<file path="config.mk">
export PLATFORM = sky130hd
export DESIGN_NAME = demux4_reg
export DESIGN_NICKNAME = d
export VERILOG_FILES = /design/src/rtl/demux4_reg.sv
export SDC_FILE = /design/constraint.sdc
export NUM_CORES = 1
export LEC_CHECK = 0
export BUFFER_PORTS_ARGS = -buffer_cell sky130_fd_sc_hd__buf_2
export CAP_MARGIN = 20
export CORE_MARGIN = 2
export CORE_UTILIZATION = 43
export DETAILED_ROUTE_END_ITERATION = 6
export GPL_ROUTABILITY_DRIVEN = 0
export PLACE_DENSITY = 0.76
export SLEW_MARGIN = 25
export SYNTH_ARGS = -nofsm -noshare
export SYNTH_HDL_FRONTEND = slang
export SYNTH_SLANG_ARGS = --single-unit
</file>
<file path="constraint.sdc">
create_clock -name Clk -period 1.3 [get_ports Clk]
set_clock_uncertainty 0.05 [all_clocks]
set_input_delay 0.195 -clock Clk [delete_from_list [all_inputs] [get_ports Clk]]
set_output_delay 0.195 -clock Clk [all_outputs]
set_load 0.01 [all_outputs]
</file>
<file path="src/rtl/demux4_reg.sv">
// rtl/demux4_reg.sv - registered 1-to-4 demultiplexer with per-slot valid/ready (optional counters: DEMUX4_REG_CNT_EN)
module demux4_reg #(
    parameter int WIDTH = 32
) (
    input  logic             Clk,
    input  logic             Rst_n,
    input  logic [WIDTH-1:0] In_Data,
    input  logic [1:0]       In_Sel,
    input  logic             In_Valid,
    output logic             In_Ready,
    output logic [WIDTH-1:0] Out0,
    output logic [WIDTH-1:0] Out1,
    output logic [WIDTH-1:0] Out2,
    output logic [WIDTH-1:0] Out3,
    output logic [3:0]       Out_Valid,
    input  logic [3:0]       Out_Ready,
    output logic [15:0]      Cnt0,
    output logic [15:0]      Cnt1,
    output logic [15:0]      Cnt2,
    output logic [15:0]      Cnt3
);

    logic [3:0]       valid_q;
    logic [3:0]       valid_d;
    logic [WIDTH-1:0] data_q [4];
    logic [WIDTH-1:0] data_d [4];
    logic [3:0]       drain;
    logic [3:0]       load;
    logic             in_ready;

    // Handshake decode: a slot can take a word when empty or emptying this cycle.
    always_comb begin
        drain    = valid_q & Out_Ready;
        in_ready = ~valid_q[In_Sel] | Out_Ready[In_Sel];
        load     = 4'b0000;
        if (In_Valid && in_ready) begin
            load = 4'b0001 << In_Sel;
        end
    end

    // Next slot state: load wins over drain so drain+load keeps the slot full.
    always_comb begin
        valid_d = (valid_q & ~drain) | load;
        for (int i = 0; i < 4; i++) begin
            data_d[i] = load[i] ? In_Data : data_q[i];
        end
    end

    // Slot registers; reset discards every held word immediately.
    always_ff @(posedge Clk or negedge Rst_n) begin
        if (!Rst_n) begin
            valid_q <= 4'b0000;
            for (int i = 0; i < 4; i++) begin
                data_q[i] <= '0;
            end
        end else begin
            valid_q <= valid_d;
            for (int i = 0; i < 4; i++) begin
                data_q[i] <= data_d[i];
            end
        end
    end

    assign In_Ready  = in_ready;
    assign Out_Valid = valid_q;
    assign Out0      = data_q[0];
    assign Out1      = data_q[1];
    assign Out2      = data_q[2];
    assign Out3      = data_q[3];

`ifdef DEMUX4_REG_CNT_EN
    logic [15:0] cnt_q [4];
    logic [15:0] cnt_d [4];

    // Per-slot accepted-word counters, wrapping at 16 bits.
    always_comb begin
        for (int i = 0; i < 4; i++) begin
            cnt_d[i] = cnt_q[i] + {15'd0, load[i]};
        end
    end

    // Counter registers, cleared only by reset.
    always_ff @(posedge Clk or negedge Rst_n) begin
        if (!Rst_n) begin
            for (int i = 0; i < 4; i++) begin
                cnt_q[i] <= 16'd0;
            end
        end else begin
            for (int i = 0; i < 4; i++) begin
                cnt_q[i] <= cnt_d[i];
            end
        end
    end

    assign Cnt0 = cnt_q[0];
    assign Cnt1 = cnt_q[1];
    assign Cnt2 = cnt_q[2];
    assign Cnt3 = cnt_q[3];
`else
    assign Cnt0 = 16'd0;
    assign Cnt1 = 16'd0;
    assign Cnt2 = 16'd0;
    assign Cnt3 = 16'd0;
`endif

endmodule

</file>
==> results of run 1 <==
-- repair_timing --
item / in CTS / in global routing
buffers inserted: 7 / 6
endpoints found under the setup margin: 133 / 133
pin swaps: 0 / 1
hold endpoints to repair: 146 / 0
hold buffers: 7 / 0
cloned: 3 / 6
gates resized for setup: 43 / 48
-- power by group through the flow --
stage	clock (µW)	combinational [µW]	sequential, µW
after global placement	0	2850	5450
final	4720	3320	5470
after detailed placement	0	2940	5490
after floorplan	0	1340	5860
after global routing	5000	3580	5570
after CTS	4800	3170	5450
-- flip-flops by register name, summed over array words and instances, names as in the netlist --
signal	count
Out1	32
Out2	32
Out3	32
Out_Valid	4
Out0	32
-- cells by family (layout without fill, tap and decap cells) --
kind of cell	after synthesis	count (layout)	share of synthesized area, %
other	1	64	0.0684
buffers and inverters	79	247	11.2
AO/OA/AOI/OAI	1	1	0.0912
multiplexers	129	129	26.7
flip-flops	132	132	60.2
AND/OR/NAND/NOR	15	15	1.76
-- how the worst max path moves through the flow --
| stage | endpoint | slack [ns] | depth (start not counted) |
|---|---|---|---|
| after floorplan | Out2[10] | -0.17 | 4 |
| after global placement | Out0[3] | -0.16 | 5 |
| after detailed placement | Out2[23] | -0.20 | 4 |
| after CTS | In_Ready | -0.53 | 4 |
| after global routing | In_Ready | -0.57 | 4 |
| final | In_Ready | -0.51 | 4 |
-- cell usage after synthesis (all sizes together) --
library cell  instances
nand3b                1
dfrtp               132
nor3b                 1
nand2                 5
mux4                  1
buf                  78
mux2                128
o21ai                 1
nand3                 1
nor2b                 2
nand2b                4
clkbuf                1
and3                  1
conb                  1
-- layer usage --
| layer | part of all wire [%] | wire length (µm) | global-route usage, % | vias up |
|---|---|---|---|---|
| met5 | 0 | 0 | 0 | - |
| met4 | 1.1 | 154 | 7.76 | 0 |
| met3 | 6.7 | 916 | 5.82 | 14 |
| met2 | 50 | 6790 | 30.2 | 141 |
| met1 | 43 | 5810 | 23.6 | 1772 |
| li1 | - | - | - | 1533 |
-- cell type report --
class / count / area (µm²) / share of cell area, %
tap: 172 / 215 / 2.72
clock inverter: 8 / 98.8 / 1.25
timing repair buffer: 215 / 1500 / 19.0
sequential: 132 / 3300 / 41.7
clock buffer: 24 / 492 / 6.21
multi-input combinational: 209 / 2310 / 29.1
-- stage by stage --
step / setup WS, ns / setup TNS, ns
after floorplan: -0.174 / -13.84
after global placement: -0.163 / -16.48
after detailed placement: -0.199 / -19.70
after CTS: -0.530 / -21.58
after global routing: -0.568 / -27.99
final: -0.506 / -20.46
==> results.sh, run 1 <==
export IMPL_hold_ws_ns=0.0152
export IMPL_hpwl_mm=8.48
export IMPL_stdcell_count=760
export IMPL_antenna_cells=0
export IMPL_ys_ff_latch=132
export IMPL_worst_ep_required_time_ns=1.05
export IMPL_ir_drop_mv=0.904
export IMPL_gr_total_overflow=0
export IMPL_rr_worst_depth=6
export IMPL_io_pins=238
export IMPL_period_share_pct=139
export IMPL_drtAntennaViolNets=0
export IMPL_p_comb_share_pct=24.6
export IMPL_initialDrtViolationCount=189
export IMPL_dp_cells=704
export IMPL_syn_inst=357
export IMPL_die_area_um2=13700
export IMPL_synth_top_cell_by_area="dfrtp_1"
export IMPL_crit_path_max_fanout=2
export IMPL_clk_latency_ns=0.41
export IMPL_total_power_uw=13500
export IMPL_grt_pass1_vias=3504
export IMPL_post_route_min_period_ns=1.81
export IMPL_p_clk_share_pct=34.9
export IMPL_die_x_um=117
export IMPL_fin_ws_ns=-0.506
export IMPL_fp_dieH_um=117
export IMPL_path_class="reg2out"
export IMPL_layout_commonest_cell="buf_2"
export IMPL_clockRootBuffer="clkbuf_16"
export IMPL_cts_buffers=17
export IMPL_seqPwrFrac_pct=40.5
export IMPL_r2r_end="Out2[7]"
export IMPL_drtPass1Iterations=4
export IMPL_synth_cell_type_count=18
export IMPL_path_delay_family="multiplexers"
export IMPL_hp_start="In_Data[13]"
export IMPL_intPower_uw=9900
export IMPL_outcome="finished with violations"
export IMPL_drc=0
export IMPL_r2r_start="Out_Valid[2]"
export IMPL_clock_path_buffers=2
export IMPL_slowest_stage="mux4_2"
export IMPL_rows=41
export IMPL_cpPeakStageDelay_ns=0.46
export IMPL_io_buffers=173
export IMPL_cts_max_level=4
export IMPL_final_area_um2=7920
export IMPL_ys_top_cells_by_area="dfrtp_1, mux2_2, buf_4"
export IMPL_final_cell_mix="buf_2, dfrtp_1, mux2_4"
export IMPL_cellLeakagePower_uw=0.00411
export IMPL_avgSynthCellArea_um2=15.4
export IMPL_hold_end="Out1[13]"
export IMPL_drv_cap=0
export IMPL_fillCellCount=943
export IMPL_switching_share_pct=26.8
export IMPL_cts_tree="built"
export IMPL_dr_total_vias=3460
export IMPL_worstSetupEndpointType="primary output"
export IMPL_routed_via_density=4.55
export IMPL_hp_class="in2reg"
export IMPL_antenna_found_initial=0
export IMPL_drt_wl_total_mm=13.7
export IMPL_critPathLaunchType="register"
export IMPL_path_buf_inv=2
export IMPL_utilization_pct=63.3
export IMPL_synth_top_cell_area_share_pct=60.2
export IMPL_grt_max_degree=49
export IMPL_track_usage_pct=18.7
export IMPL_drv_slew=0
export IMPL_synth_cell_area_um2=5480
export IMPL_setup_viol=132
export IMPL_startpoint="Out_Valid[2]"
export IMPL_ys_seq_area_share_pct=60.2
export IMPL_yosys_warnings=0
export IMPL_wl_per_cell_um=18.0
export IMPL_grt_pass1_wl_mm=19.0
export IMPL_placed_cell_area_um2=6680
export IMPL_power_density_nw_per_um2=1710
export IMPL_failed_checks="negative setup slack"
export IMPL_final_hold_viol_count=0
export IMPL_p_switching_uw=3620
export IMPL_holdPathStages=2
export IMPL_rsz0062_at_grt="yes"
export IMPL_start_util_pct=43.8
export IMPL_drive_above_1_share_pct=63.1
export IMPL_clkTransAtPathRegs_ns=0.06
export IMPL_worstPathArrival_ns=1.56
export IMPL_clock_fmax_mhz=554
export IMPL_nNetsFinal=616
export IMPL_cts_sinks=132
export IMPL_crit_chain="nand2b_1 -> buf_4 -> mux4_2 -> buf_6"
export IMPL_coreArea_um2=12500
export IMPL_r2r_slack_ns=-0.28
export IMPL_syn_to_final_growth_pct=44.4
(Power assumes the default switching activity.)
==> run 2, diff against run 1 <==
- CORE_UTILIZATION: 43 -> 51
- PLACE_DENSITY: 0.76 -> 0.85
- clock period: 1.3 -> 2.2 ns (I/O delays scaled with it)
==> run 2 against run 1 <==
Net effect: global-route usage increased by 1.3 points; clock power decreased by 49%; the run now ends clean; routed wire length decreased by 17%; worst hold slack improved by 0.035 ns; register-to-register slack improved by 0.87 ns; first-iteration DRC count decreased by 20%; worst setup slack improved by 0.73 ns; die area decreased by 15%; sequential cell count unchanged; sequential share of layout area increased by 7.0 points; highest routed layer unchanged.
==> results.sh, run 2 (synthesis gave the netlist of run 1 again) <==
export IMPL_crit_path_max_fanout=3
export IMPL_drc=0
export IMPL_slowest_stage="mux4_2"
export IMPL_io_pins=238
export IMPL_seqPwrFrac_pct=44.4
export IMPL_hp_class="in2reg"
export IMPL_p_clk_share_pct=33.9
export IMPL_coreArea_um2=10400
export IMPL_rr_worst_depth=4
export IMPL_wl_per_cell_um=16.5
export IMPL_track_usage_pct=20.1
export IMPL_slew_headroom_pct=65.9
export IMPL_hp_start="In_Data[11]"
export IMPL_final_cell_mix="buf_2, dfrtp_1, mux2_2"
export IMPL_clk_latency_ns=0.50
export IMPL_drtAntennaViolNets=0
export IMPL_p_comb_share_pct=21.7
export IMPL_r2r_slack_ns=0.59
export IMPL_syn_to_final_growth_pct=23.6
export IMPL_crit_path_end="In_Ready"
export IMPL_antenna_cells=0
export IMPL_antenna_found_initial=0
export IMPL_ir_drop_mv=0.743
export IMPL_wl_met3_um=722
export IMPL_initialDrtViolationCount=151
export IMPL_cts_resized=0
export IMPL_post_route_min_period_ns=1.97
export IMPL_p_switching_uw=1960
export IMPL_worstSetupEndpointType="primary output"
export IMPL_gr_total_overflow=0
export IMPL_routed_wl_met2_mm=6.03
export IMPL_io_buffers=173
export IMPL_grt_pass1_vias=3394
export IMPL_met1_length_mm=4.42
export IMPL_nNetsFinal=583
export IMPL_startpoint="Out_Valid[2]"
export IMPL_drive_above_1_share_pct=60.5
export IMPL_drv_cap=0
export IMPL_period_share_pct=89.8
export IMPL_crit_cells=3
export IMPL_switching_share_pct=27.4
export IMPL_final_hold_viol_count=0
export IMPL_setup_viol=0
export IMPL_drv_slew=0
export IMPL_fp_dieH_um=108
export IMPL_cts_tree="built"
export IMPL_routed_via_density=4.81
export IMPL_clock_fmax_mhz=506
export IMPL_rsz0062_at_grt="no"
export IMPL_intPower_uw=5200
export IMPL_worstPathArrival_ns=1.59
export IMPL_worst_ep_required_time_ns=1.82
export IMPL_grt_max_degree=52
export IMPL_cellLeakagePower_uw=0.00335
export IMPL_die_x_um=108
export IMPL_grt_pass1_wl_mm=17.6
export IMPL_dr_total_vias=3311
export IMPL_final_area_um2=6780
export IMPL_hpwl_mm=8.04
export IMPL_rows=37
export IMPL_clock_path_buffers=2
export IMPL_outcome="finished, final reports clean"
export IMPL_worst_pin_slew_ns=0.512
export IMPL_clockRootBuffer="clkbuf_8"
export IMPL_final_setup_tns_ns=0
export IMPL_cts_buffers=17
export IMPL_clkTransAtPathRegs_ns=0.06
export IMPL_cpPeakStageDelay_ns=0.49
export IMPL_drt_wl_total_mm=11.4
export IMPL_drtPass1Iterations=4
export IMPL_r2r_start="Out_Valid[2]"
export IMPL_cts_sinks=132
export IMPL_crit_chain="nand2b_1 -> mux4_2 -> buf_2"
export IMPL_die_area_um2=11600
export IMPL_path_class="reg2out"
export IMPL_r2r_end="Out2[14]"
export IMPL_utilization_pct=65.4
export IMPL_start_util_pct=52.9
export IMPL_highest_layer="met4"
export IMPL_layout_commonest_cell="buf_2"
export IMPL_path_buf_inv=1
export IMPL_critPathLaunchType="register"
export IMPL_placed_cell_area_um2=6270
export IMPL_path_delay_family="multiplexers"
export IMPL_power_density_nw_per_um2=1060
export IMPL_cts_max_level=4
## run 2: power groups by stage
stage	logic, µW	clock network, µW	registers, µW
CTS	1580	2480	3190
detailed placement	1580	0	3220
global placement	1530	0	3190
floorplan	644	0	3460
global route	1670	2600	3250
finish	1550	2430	3180
## run 2: per-layer routing
metal,global-route usage [%],vias up
met5,0,-
met4,8.33,0
met3,5.02,18
met2,35.0,143
met1,23.7,1682
li1,-,1468
## run 2: worst min-delay path by stage
stage	end	slack (ns)	depth (start not counted)
6_report	Out0[11]	0.05	2
5_1_grt	Out0[11]	0.03	2
4_1_cts	Out1[7]	0.03	2
3_5_place_dp	Out0[11]	0.29	1
3_3_place_gp	Out0[11]	0.28	1
2_1_floorplan	Out0[0]	-0.02	0
## run 2: worst register-to-register path, stage by stage, from the launching register on
cell and delay [ns]:
dfrtp_1 0.37, nand2b_1 0.13, nor3b_4 0.23, buf_4 0.33, mux2_2 0.38
## run 2: through the flow
step	std cells	power [µW]	hold WS [ns]	setup WS (ns)
floorplan	420	4100	-0.0156	0.691
global placement	658	4720	0.277	0.603
detailed placement	658	4800	0.286	0.529
CTS	688	7250	0.0276	0.210
global route	688	7520	0.0303	0.190
finish	688	7170	0.0500	0.225
## run 2: what timing repair did
| item | 4_1_cts | 5_1_grt |
|---|---|---|
| buffers inserted | 0 | 0 |
| hold buffers | 1 | 0 |
| endpoints found under the hold margin | 35 | 0 |
## run 2: cell type report
cell class | count | area (µm²)
Clock inverter | 6 | 57.6
Fill cell | 771 | 3590
Multi-Input combinational cell | 209 | 1810
Tap cell | 136 | 170
Sequential cell | 132 | 3300
Clock buffer | 23 | 447
Timing Repair Buffer | 182 | 988
